File: config.mk
export PLATFORM = sky130hd
export DESIGN_NAME = udp_axis_traffic_gen
export DESIGN_NICKNAME = d
export VERILOG_FILES = /design/src/rtl/udp_axis_traffic_gen_pkg.sv /design/src/rtl/udp_axis_traffic_chk.sv /design/src/rtl/udp_axis_traffic_gen.sv
export SDC_FILE = /design/constraint.sdc
export NUM_CORES = 1
export LEC_CHECK = 0
export ABC_AREA = 1
export CORE_MARGIN = 10
export CORE_UTILIZATION = 51
export DETAILED_ROUTE_END_ITERATION = 7
export HOLD_SLACK_MARGIN = 0.12
export PLACE_DENSITY = 0.92
export SLEW_MARGIN = 20
export SYNTH_ARGS = -nofsm -noshare
export SYNTH_HDL_FRONTEND = slang
export SYNTH_HIERARCHICAL = 1
export SYNTH_SLANG_ARGS = --single-unit
File: constraint.sdc
create_clock -name tx_axis_aclk -period 5.5 [get_ports tx_axis_aclk]
set_clock_uncertainty 0.2 [all_clocks]
set_input_delay 0.825 -clock tx_axis_aclk [delete_from_list [all_inputs] [get_ports tx_axis_aclk]]
set_output_delay 0.825 -clock tx_axis_aclk [all_outputs]
set_load 0.1 [all_outputs]
File: src/rtl/udp_axis_traffic_gen_pkg.sv
`default_nettype none
// +----------------------------------------------------------------------------+
// | Package   : traffic_gen_pkg                                                |
// | Purpose   : Shared types and helpers for the UDP AXI-Stream traffic        |
// |             generator and its loopback checker.                            |
// | Contents  : tg_state_t    - FSM encoding (IDLE, SEND, GAP)                 |
// |             pattern_byte  - payload byte k of a frame with sequence seq    |
// |             sweep_len     - beat count of frame n in a MIN..MAX sweep      |
// | Revision  : 1.0 - initial release                                          |
// +----------------------------------------------------------------------------+
package traffic_gen_pkg;

  typedef enum logic [1:0] {
    IDLE = 2'd0,
    SEND = 2'd1,
    GAP  = 2'd2
  } tg_state_t;

  // Byte k of frame seq is (seq + k) mod 256; only the low byte of k matters.
  function automatic logic [7:0] pattern_byte(input logic [7:0] seq, input logic [31:0] k);
    return seq + k[7:0];
  endfunction

  function automatic logic [15:0] sweep_len(input logic [31:0] n,
                                            input int unsigned min_w,
                                            input int unsigned max_w);
    int unsigned span;
    span = max_w - min_w + 1;
    return 16'(min_w + (n % span));
  endfunction

endpackage
`default_nettype wire

File: src/rtl/udp_axis_traffic_chk.sv
`default_nettype none
// +----------------------------------------------------------------------------+
// | Module    : udp_axis_traffic_chk                                           |
// | Purpose   : Verifies frames returning from a UDP loopback against the      |
// |             generator's sequence/length sweep.                             |
// | Ports     : clk, rst         - clock, synchronous active-high reset        |
// |             start            - restarts the expected sequence at frame 0   |
// |             s_axis_*         - returned stream (always accepted)           |
// |             rx_frames_ok     - frames that matched                         |
// |             rx_err_count     - frames that failed, saturating              |
// | Revision  : 1.0 - initial release                                          |
// +----------------------------------------------------------------------------+
module udp_axis_traffic_chk
  import traffic_gen_pkg::*;
#(
  parameter int DATA_WIDTH = 64,
  parameter int KEEP_WIDTH = DATA_WIDTH / 8,
  parameter int MIN_WORDS  = 1,
  parameter int MAX_WORDS  = 20
) (
  input  logic                  clk,
  input  logic                  rst,
  input  logic                  start,
  input  logic [DATA_WIDTH-1:0] s_axis_tdata,
  input  logic [KEEP_WIDTH-1:0] s_axis_tkeep,
  input  logic                  s_axis_tvalid,
  input  logic                  s_axis_tlast,
  input  logic                  s_axis_tuser,
  output logic [31:0]           rx_frames_ok,
  output logic [15:0]           rx_err_count
);

  logic [31:0] exp_seq_q, exp_seq_d;
  logic [15:0] exp_len_q, exp_len_d;
  logic [15:0] beat_q, beat_d;
  logic [7:0]  base_q, base_d;
  logic        bad_q, bad_d;
  logic [31:0] ok_q, ok_d;
  logic [15:0] err_q, err_d;
  logic        mism;
  logic        frame_bad;

  always_comb begin
    mism = 1'b0;
    for (int i = 0; i < KEEP_WIDTH; i++) begin
      if (s_axis_tkeep[i] && (s_axis_tdata[8*i +: 8] != pattern_byte(base_q, 32'(i))))
        mism = 1'b1;
    end
  end

  // Earlier beats' errors are folded into bad_q; the length test uses the
  // beat index of the tlast beat.
  assign frame_bad = bad_q | mism | s_axis_tuser | ((beat_q + 16'd1) != exp_len_q);

  always_comb begin
    exp_seq_d = exp_seq_q;
    exp_len_d = exp_len_q;
    beat_d    = beat_q;
    base_d    = base_q;
    bad_d     = bad_q;
    ok_d      = ok_q;
    err_d     = err_q;
    if (start) begin
      exp_seq_d = '0;
      exp_len_d = sweep_len(32'd0, MIN_WORDS, MAX_WORDS);
      beat_d    = '0;
      base_d    = '0;
      bad_d     = 1'b0;
      ok_d      = '0;
      err_d     = '0;
    end else if (s_axis_tvalid) begin
      if (s_axis_tlast) begin
        if (frame_bad) err_d = (err_q == 16'hFFFF) ? err_q : err_q + 16'd1;
        else           ok_d  = ok_q + 32'd1;
        exp_seq_d = exp_seq_q + 32'd1;
        exp_len_d = (exp_len_q == 16'(MAX_WORDS)) ? 16'(MIN_WORDS) : exp_len_q + 16'd1;
        beat_d    = '0;
        base_d    = exp_seq_d[7:0];
        bad_d     = 1'b0;
      end else begin
        beat_d = beat_q + 16'd1;
        base_d = base_q + 8'(KEEP_WIDTH);
        bad_d  = bad_q | mism;
      end
    end
  end

  always_ff @(posedge clk) begin
    if (rst) begin
      exp_seq_q <= '0;
      exp_len_q <= sweep_len(32'd0, MIN_WORDS, MAX_WORDS);
      beat_q    <= '0;
      base_q    <= '0;
      bad_q     <= 1'b0;
      ok_q      <= '0;
      err_q     <= '0;
    end else begin
      exp_seq_q <= exp_seq_d;
      exp_len_q <= exp_len_d;
      beat_q    <= beat_d;
      base_q    <= base_d;
      bad_q     <= bad_d;
      ok_q      <= ok_d;
      err_q     <= err_d;
    end
  end

  assign rx_frames_ok = ok_q;
  assign rx_err_count = err_q;

endmodule
`default_nettype wire

File: src/rtl/udp_axis_traffic_gen.sv
`default_nettype none
// +----------------------------------------------------------------------------+
// | Module    : udp_axis_traffic_gen                                           |
// | Purpose   : AXI-Stream frame generator for UDP bring-up; frame length      |
// |             sweeps MIN_WORDS..MAX_WORDS, payload byte k of frame n is      |
// |             (n + k) mod 256. Optional loopback checker.                    |
// | Macro     : TRAFFIC_GEN_CHECKER_EN - builds udp_axis_traffic_chk; when     |
// |             undefined s_axis_* are unused and rx counters read 0.          |
// | Ports     : tx_axis_aclk/tx_axis_reset - clock, sync active-high reset     |
// |             cfg_start (pulse), cfg_stop (level), cfg_frame_limit (0=run    |
// |             forever), cfg_last_bytes (valid bytes in last beat, 0=all)     |
// |             m_axis_*  - generated stream; s_axis_* - returned stream       |
// |             busy, frames_sent, rx_frames_ok, rx_err_count - status         |
// | Revision  : 1.0 - initial release                                          |
// +----------------------------------------------------------------------------+
module udp_axis_traffic_gen
  import traffic_gen_pkg::*;
#(
  parameter int DATA_WIDTH = 64,
  parameter int KEEP_WIDTH = DATA_WIDTH / 8,
  parameter int MIN_WORDS  = 1,
  parameter int MAX_WORDS  = 20,
  parameter int IFG_CYCLES = 1
) (
  input  logic                          tx_axis_aclk,
  input  logic                          tx_axis_reset,
  input  logic                          cfg_start,
  input  logic                          cfg_stop,
  input  logic [31:0]                   cfg_frame_limit,
  input  logic [$clog2(KEEP_WIDTH):0]   cfg_last_bytes,
  output logic [DATA_WIDTH-1:0]         m_axis_tdata,
  output logic [KEEP_WIDTH-1:0]         m_axis_tkeep,
  output logic                          m_axis_tvalid,
  output logic                          m_axis_tlast,
  input  logic                          m_axis_tready,
  input  logic [DATA_WIDTH-1:0]         s_axis_tdata,
  input  logic [KEEP_WIDTH-1:0]         s_axis_tkeep,
  input  logic                          s_axis_tvalid,
  input  logic                          s_axis_tlast,
  input  logic                          s_axis_tuser,
  output logic                          busy,
  output logic [31:0]                   frames_sent,
  output logic [31:0]                   rx_frames_ok,
  output logic [15:0]                   rx_err_count
);

  localparam int LB_W = $clog2(KEEP_WIDTH) + 1;

  tg_state_t   state_q, state_d;
  // frames_sent doubles as the sequence number n of the frame in flight.
  logic [31:0] frames_sent_q, frames_sent_d;
  logic [15:0] len_q, len_d;
  logic [15:0] beat_q, beat_d;
  logic [7:0]  base_q, base_d;
  logic [15:0] gap_q, gap_d;
  logic [LB_W-1:0] last_bytes_q, last_bytes_d;

  logic last_beat;
  logic stop_now;
  logic start_run;

  assign last_beat = (beat_q == (len_q - 16'd1));
  assign stop_now  = cfg_stop ||
                     ((cfg_frame_limit != 32'd0) && ((frames_sent_q + 32'd1) == cfg_frame_limit));
  assign start_run = (state_q == IDLE) && cfg_start;

  always_comb begin
    state_d       = state_q;
    frames_sent_d = frames_sent_q;
    len_d         = len_q;
    beat_d        = beat_q;
    base_d        = base_q;
    gap_d         = gap_q;
    last_bytes_d  = last_bytes_q;
    unique case (state_q)
      IDLE: begin
        if (cfg_start) begin
          state_d       = SEND;
          frames_sent_d = '0;
          len_d         = sweep_len(32'd0, MIN_WORDS, MAX_WORDS);
          beat_d        = '0;
          base_d        = '0;
          // Latched so tkeep cannot change under a stalled last beat.
          last_bytes_d  = cfg_last_bytes;
        end
      end
      SEND: begin
        if (m_axis_tready) begin
          if (last_beat) begin
            frames_sent_d = frames_sent_q + 32'd1;
            len_d  = (len_q == 16'(MAX_WORDS)) ? 16'(MIN_WORDS) : len_q + 16'd1;
            beat_d = '0;
            base_d = frames_sent_d[7:0];
            gap_d  = '0;
            if (stop_now)             state_d = IDLE;
            else if (IFG_CYCLES == 0) state_d = SEND;
            else                      state_d = GAP;
          end else begin
            beat_d = beat_q + 16'd1;
            base_d = base_q + 8'(KEEP_WIDTH);
          end
        end
      end
      GAP: begin
        if (gap_q == 16'(IFG_CYCLES - 1)) state_d = SEND;
        else                              gap_d   = gap_q + 16'd1;
      end
      default: state_d = IDLE;
    endcase
  end

  always_ff @(posedge tx_axis_aclk) begin
    if (tx_axis_reset) begin
      state_q       <= IDLE;
      frames_sent_q <= '0;
      len_q         <= sweep_len(32'd0, MIN_WORDS, MAX_WORDS);
      beat_q        <= '0;
      base_q        <= '0;
      gap_q         <= '0;
      last_bytes_q  <= '0;
    end else begin
      state_q       <= state_d;
      frames_sent_q <= frames_sent_d;
      len_q         <= len_d;
      beat_q        <= beat_d;
      base_q        <= base_d;
      gap_q         <= gap_d;
      last_bytes_q  <= last_bytes_d;
    end
  end

  // Beat contents derive only from registers that move on a handshake,
  // so they hold while the sink stalls. Outputs read zero when idle.
  always_comb begin
    m_axis_tdata = '0;
    m_axis_tkeep = '0;
    if (state_q == SEND) begin
      for (int i = 0; i < KEEP_WIDTH; i++) begin
        m_axis_tdata[8*i +: 8] = pattern_byte(base_q, 32'(i));
        m_axis_tkeep[i] = !last_beat || (last_bytes_q == '0) || (32'(i) < 32'(last_bytes_q));
      end
    end
  end

  assign m_axis_tvalid = (state_q == SEND);
  assign m_axis_tlast  = (state_q == SEND) && last_beat;
  assign busy          = (state_q != IDLE);
  assign frames_sent   = frames_sent_q;

`ifdef TRAFFIC_GEN_CHECKER_EN
  udp_axis_traffic_chk #(
    .DATA_WIDTH (DATA_WIDTH),
    .KEEP_WIDTH (KEEP_WIDTH),
    .MIN_WORDS  (MIN_WORDS),
    .MAX_WORDS  (MAX_WORDS)
  ) u_chk (
    .clk           (tx_axis_aclk),
    .rst           (tx_axis_reset),
    .start         (start_run),
    .s_axis_tdata  (s_axis_tdata),
    .s_axis_tkeep  (s_axis_tkeep),
    .s_axis_tvalid (s_axis_tvalid),
    .s_axis_tlast  (s_axis_tlast),
    .s_axis_tuser  (s_axis_tuser),
    .rx_frames_ok  (rx_frames_ok),
    .rx_err_count  (rx_err_count)
  );
`else
  logic unused_rx;
  assign unused_rx    = ^{s_axis_tdata, s_axis_tkeep, s_axis_tvalid, s_axis_tlast,
                          s_axis_tuser, start_run};
  assign rx_frames_ok = '0;
  assign rx_err_count = '0;
`endif

endmodule
`default_nettype wire
# Word-level counts from Yosys, hierarchy flattened
# Index checks and enable logic that the tools add are counted.
# Widths: inputs -> output; s select.
dict set report op_classes {
  n_reduce_logical 25
  magnitude_cmp 8
  addsub 13
  eq_ne 10
  muxes 29
}
# operator count
set ops {}
lappend ops {{$mux 16} 10}
lappend ops {{$mux 32} 3}
lappend ops {{$pmux 16 s2} 3}
lappend ops {{$mux 64} 1}
lappend ops {{$pmux 32 s2} 1}
lappend ops {{$add 16x1->16 const B} 3}
lappend ops {{$add 32x1->32 const B} 1}
lappend ops {{$add 8x3->8 const B} 4}
lappend ops {{$eq 32x32->1} 1}
lappend ops {{$mux 8} 4}
lappend ops {{$reduce_bool 32->1} 1}
lappend ops {{$add 8x2->8 const B} 2}
lappend ops {{$eq 16x16->1} 1}
lappend ops {{$eq 16x5->1 const B} 1}
lappend ops {{$logic_not 16->1} 1}
lappend ops {{$lt 3x4->1 const A} 4}
lappend ops {{$pmux 8 s2} 1}
lappend ops {{$sub 16x1->16 const B} 1}
lappend ops {{$reduce_and 4->1} 3}
lappend ops {{$logic_or 1x1->1} 10}
lappend ops {{$mux 2} 5}
lappend ops {{$add 8x1->8 const B} 1}
lappend ops {{$add 8x4->8 const B} 1}
lappend ops {{$lt 1x4->1 const A} 2}
lappend ops {{other kinds (13)} 20}
dict set report word_totals {
  register_bits 94
  in_bits 116
  wordCells 92
}

# Logic depth before layout (Yosys ltp)
dict set report depth {
  ltp_word 8
  depth_mapped 20
}

# Worst setup path before layout
# No wires, ideal clock.
dict set report synth_timing {
  path_type {register -> output}
  from {register state_q[0]}
  to {output port m_axis_tdata[21]}
  slack_ns -0.403
  path_buffers 2
  path_stages_with_launch 9
  arrival_ns 4.878
  path_cell_list {dfxtp_1 > inv_1 > nor2_1 > buf_2 > inv_1 > clkbuf_1 > nor2_1 > inv_1 > a211oi_1}
}
dict set report synth_between {
  elab_chain_len 2
}
# element line
set synth_rtl {}
lappend synth_rtl {{start, declared} udp_axis_traffic_gen.sv:49} ;# tg_state_t state_q, state_d;
lappend synth_rtl {{start signal, assigned} udp_axis_traffic_gen.sv:122} ;# state_q <= state_d;
lappend synth_rtl {{$eq 2x1->1} udp_axis_traffic_gen.sv:137} ;# if (state_q == SEND) begin
lappend synth_rtl {{$mux 64} udp_axis_traffic_gen.sv:137}
lappend synth_rtl {{end, declared} udp_axis_traffic_gen.sv:31} ;# output logic [DATA_WIDTH-1:0] m_axis_tdata,
# Every way passes these cells.

# Worst setup path in the final report
dict set report layout_timing {
  from {register len_q[0]}
  to {output port m_axis_tkeep[7]}
}
dict set report layout_between {
  elab_chain_len 6
}
# element line
set layout_rtl {}
lappend layout_rtl {{start, declared} udp_axis_traffic_gen.sv:52} ;# logic [15:0] len_q, len_d;
lappend layout_rtl {{start signal, assigned} udp_axis_traffic_gen.sv:116} ;# len_q <= sweep_len(32'd0, MIN_WORDS, MAX_WORDS);
lappend layout_rtl {{start signal, assigned} udp_axis_traffic_gen.sv:124} ;# len_q <= len_d;
lappend layout_rtl {{$sub 16x1->16} udp_axis_traffic_gen.sv:62} ;# assign last_beat = (beat_q == (len_q - 16'd1));
lappend layout_rtl {{$eq 16x16->1} udp_axis_traffic_gen.sv:62}
lappend layout_rtl {{$logic_not 1->1} udp_axis_traffic_gen.sv:140} ;# m_axis_tkeep[i] = !last_beat || (last_bytes_q == '0) || (32'(i) < 32'(last_bytes_q));
lappend layout_rtl {{$logic_or 1x1->1 (2 in series)} udp_axis_traffic_gen.sv:140}
lappend layout_rtl {{$mux 8} udp_axis_traffic_gen.sv:137}
lappend layout_rtl {{end, declared} udp_axis_traffic_gen.sv:32} ;# output logic [KEEP_WIDTH-1:0] m_axis_tkeep,
# Every way passes these cells.

==> summary.md <==
| Metric | Value |
|---|---|
| Largest net degree at the start of global routing | 35 |
| Share of layout cells above drive strength 1 | 9.32% |
| Count of maximum capacitance violations | 0 |
| Nets | 1588 |
| Worst rel slew slack | 29.3% |
| Fmax | 0.227 GHz |
| Clk pin slew, worst setup/hold paths | 0.08 ns |
| Seq/Total Area, Yosys | 22.9% |
| Setup total negative slack | 0 ns |
| Switching Share | 58.0% |
| Switching pwr | 2.05 mW |
| I/O Buffers | 147 |
| Vias | 9132 |
| Worst hold slack | 0.304 ns |
| Crit start category | flip-flop |
| CP Max Fanout | 5 |
| Status | finished clean |
| CTS tree | yes |
| Clk pwr share | 16.8% |
| Initial antenna violation count | 0 |
| Mapped Cells | 1344 |
| Crit path DAT | 3.39 ns |
| Area of the die | 0.0216 sq mm |
| Final WS setup | 1.09 ns |
| Fin crit share | 80.3% |
| Initial core utilization | 52.0% |
| Detailed Route WL | 26900 um |
| Std cell rows | 46 |
| Worst-margin pin slew | 1.06 ns |
| P_leak | 3.93 nW |
| Reg power frac | 23.0% |
| DIE HEIGHT | 147 um |
| Vias per cell | 5.45 |
| Top cell type by total area after synthesis | dfxtp_1 |
| Post-CTS Resized | 0 |
| Post-CTS Hold Buffers | 0 |
| Data required, critical path | 4.47 ns |
| Syn avg cell area | 6.12 sq um |
| Routed WL per cell | 16.1 um |
| Yosys cell types | 52 |
| Combinational Power Share | 60.2% |
| Crit end category | primary output |
| Pre-CTS WS | 1.52 ns |
| Top Ports | 271 |
| Top cells by area, synth | dfxtp_1 23%, nand2_1 15%, nor2_1 8.8%, nand3_1 6.5%, inv_1 6.3% |
| Htree depth | 3 |
| RSZ-0062 raised after global routing | no |
| Gr usage total | 23.8% |
| 1st-iter DRT viols | 708 |
| Synth Warn # | 6 |
| Cell area after placement | 0.00945 sq mm |
| Area Overhead vs Synth | 18.2% |
| Int Power | 1.49 mW |
| Post-synth EDFFs | 0 |
| Finished Cell Area | 0.00972 sq mm |
| First-pass GRT wire length | 43000 um |
| Async SR Flop Fraction | 0% |
| Final Util | 61.4% |
| Root Buffer Master | clkbuf_16 |
| RePlAce Congestion | 1.06 |
| Die Span X | 147 um |
| Core area | 0.0158 sq mm |
| Clk sink count | 94 |
| Residual DRC | 0 |
| Final Critical Period | 4.41 ns |
| Num CTS Buffers | 9 |
| Synthesized flop and latch total | 94 |
| Final setup viols | 0 |
| Yosys top cell area share | 22.9% |
| Mapped Area | 0.00822 sq mm |
| Worst Path Class, Setup | reg2out |
| Drt pass-1 iters | 6 |
| Ant diodes | 0 |
| Clock Path Buffers | 2 |
| Clk_lat worst skew | 0.35 ns |
| Primary FF master, synth | dfxtp_1 |
| Vias in the first global route | 8607 |
| Hold Crit Class | reg2reg |
| Final hold violation count | 0 |
| Global route overflow | 0 |
| HPWL Detailed | 21400 um |
| Max-slew violations | 0 |
| Post-CTS setup buffer count | 0 |
| Peak VDD IR | 0.308 mV |
| Antenna Nets Post-Route | 0 |
| Pwr Density | 364 mW/mm^2 |
## cells by family after synthesis
kind of cell / synth area share [%]
flops: 22.9
buf+inv: 14.9
fa+ha+maj: 2.59
simple gates: 39.8
compound gates: 13.5
other cells: 0.0456
xor+xnor: 6.31
## Yosys cell counts, types with 9 or more instances
cell type,n
clkbuf_1,20
nand3_1,106
buf_2,11
dfxtp_1,94
nand3b_1,14
nor2_2,9
nor4_1,12
inv_1,138
nor3_1,40
a31oi_1,10
xor2_1,42
a21oi_1,69
o22ai_1,13
nor2_1,192
o21ai_0,49
a211oi_1,12
o22ai_2,10
buf_4,62
nand2_1,325
nand4_1,21
ha_1,17
## per-layer routing
layer  wire, um  up-vias  GRT usage [%]
met2      12200      459           38.2
met1      10900     4101           29.6
met3       2770       71           5.80
met5          0        -              0
met4       1050        0           10.5
li1           -     4501              -
## through the flow
step | instances | power, mW
finish | 1675 | 3.54
floorplan | 1391 | 2.58
global route | 1675 | 3.71
detailed placement | 1660 | 2.94
CTS | 1675 | 3.52
global placement | 1660 | 2.91
## final cells by class
type | count | area (sq um)
tap | 216 | 270
inverter | 148 | 558
multi-input combinational | 1048 | 5290
clock buffer | 9 | 225
clock inverter | 6 | 46.3
fill | 1472 | 6110
timing repair buffer | 154 | 1440
sequential | 94 | 1880
## cell usage in the layout (no fill, tap or decap), types with 9 or more instances in the layout
| cell type | count |
|---|---|
| xor2_1 | 42 |
| nor3_1 | 40 |
| ha_1 | 17 |
| clkbuf_16 | 9 |
| nor4_1 | 12 |
| a211oi_1 | 12 |
| dfxtp_1 | 94 |
| nor2_2 | 9 |
| inv_1 | 138 |
| nor2_1 | 192 |
| conb_1 | 48 |
| clkdlybuf4s50_1 | 85 |
| a21oi_1 | 69 |
| o22ai_1 | 13 |
| buf_4 | 63 |
| nand3_1 | 106 |
| o22ai_2 | 10 |
| o21ai_0 | 49 |
| a31oi_1 | 10 |
| nand3b_1 | 14 |
| nand4_1 | 21 |
| nand2_1 | 325 |
## power by group through the flow
stage               sequential, mW  combinational, mW  clock, mW
floorplan                    0.795               1.78          0
global placement             0.824               2.08          0
detailed placement           0.826               2.11          0
CTS                          0.811               2.12      0.597
global route                 0.821               2.26      0.623
finish                       0.814               2.13      0.594
## state kept, by name, indices dropped and copies added (netlist names)
signal / count
gap_q: 16
len_q: 16
last_bytes_q: 4
base_q: 8
state_q: 2
beat_q: 16
frames_sent: 32
## path summary, 6_finish.rpt
check	startpoint	end	slack (ns)	cells past startpoint
max	len_q[0]	m_axis_tkeep[7]	1.09	12
min	gap_q[5]	gap_q[5]	0.30	2
max reg2reg	len_q[0]	len_q[14]	1.40	15
min reg2reg	gap_q[5]	gap_q[5]	0.30	2
## worst max-delay path: stages, from the launching register on
cell	delay (ns)
dfxtp_1	0.37
inv_1	0.17
ha_1	0.24
nand3_2	0.15
nor2_1	0.21
nand2_1	0.10
xor2_1	0.23
nand2_1	0.10
nor2_2	0.17
nand3_1	0.09
nand2_1	0.14
inv_1	0.06
clkdlybuf4s50_1	0.99
(Power assumes the default switching activity.)
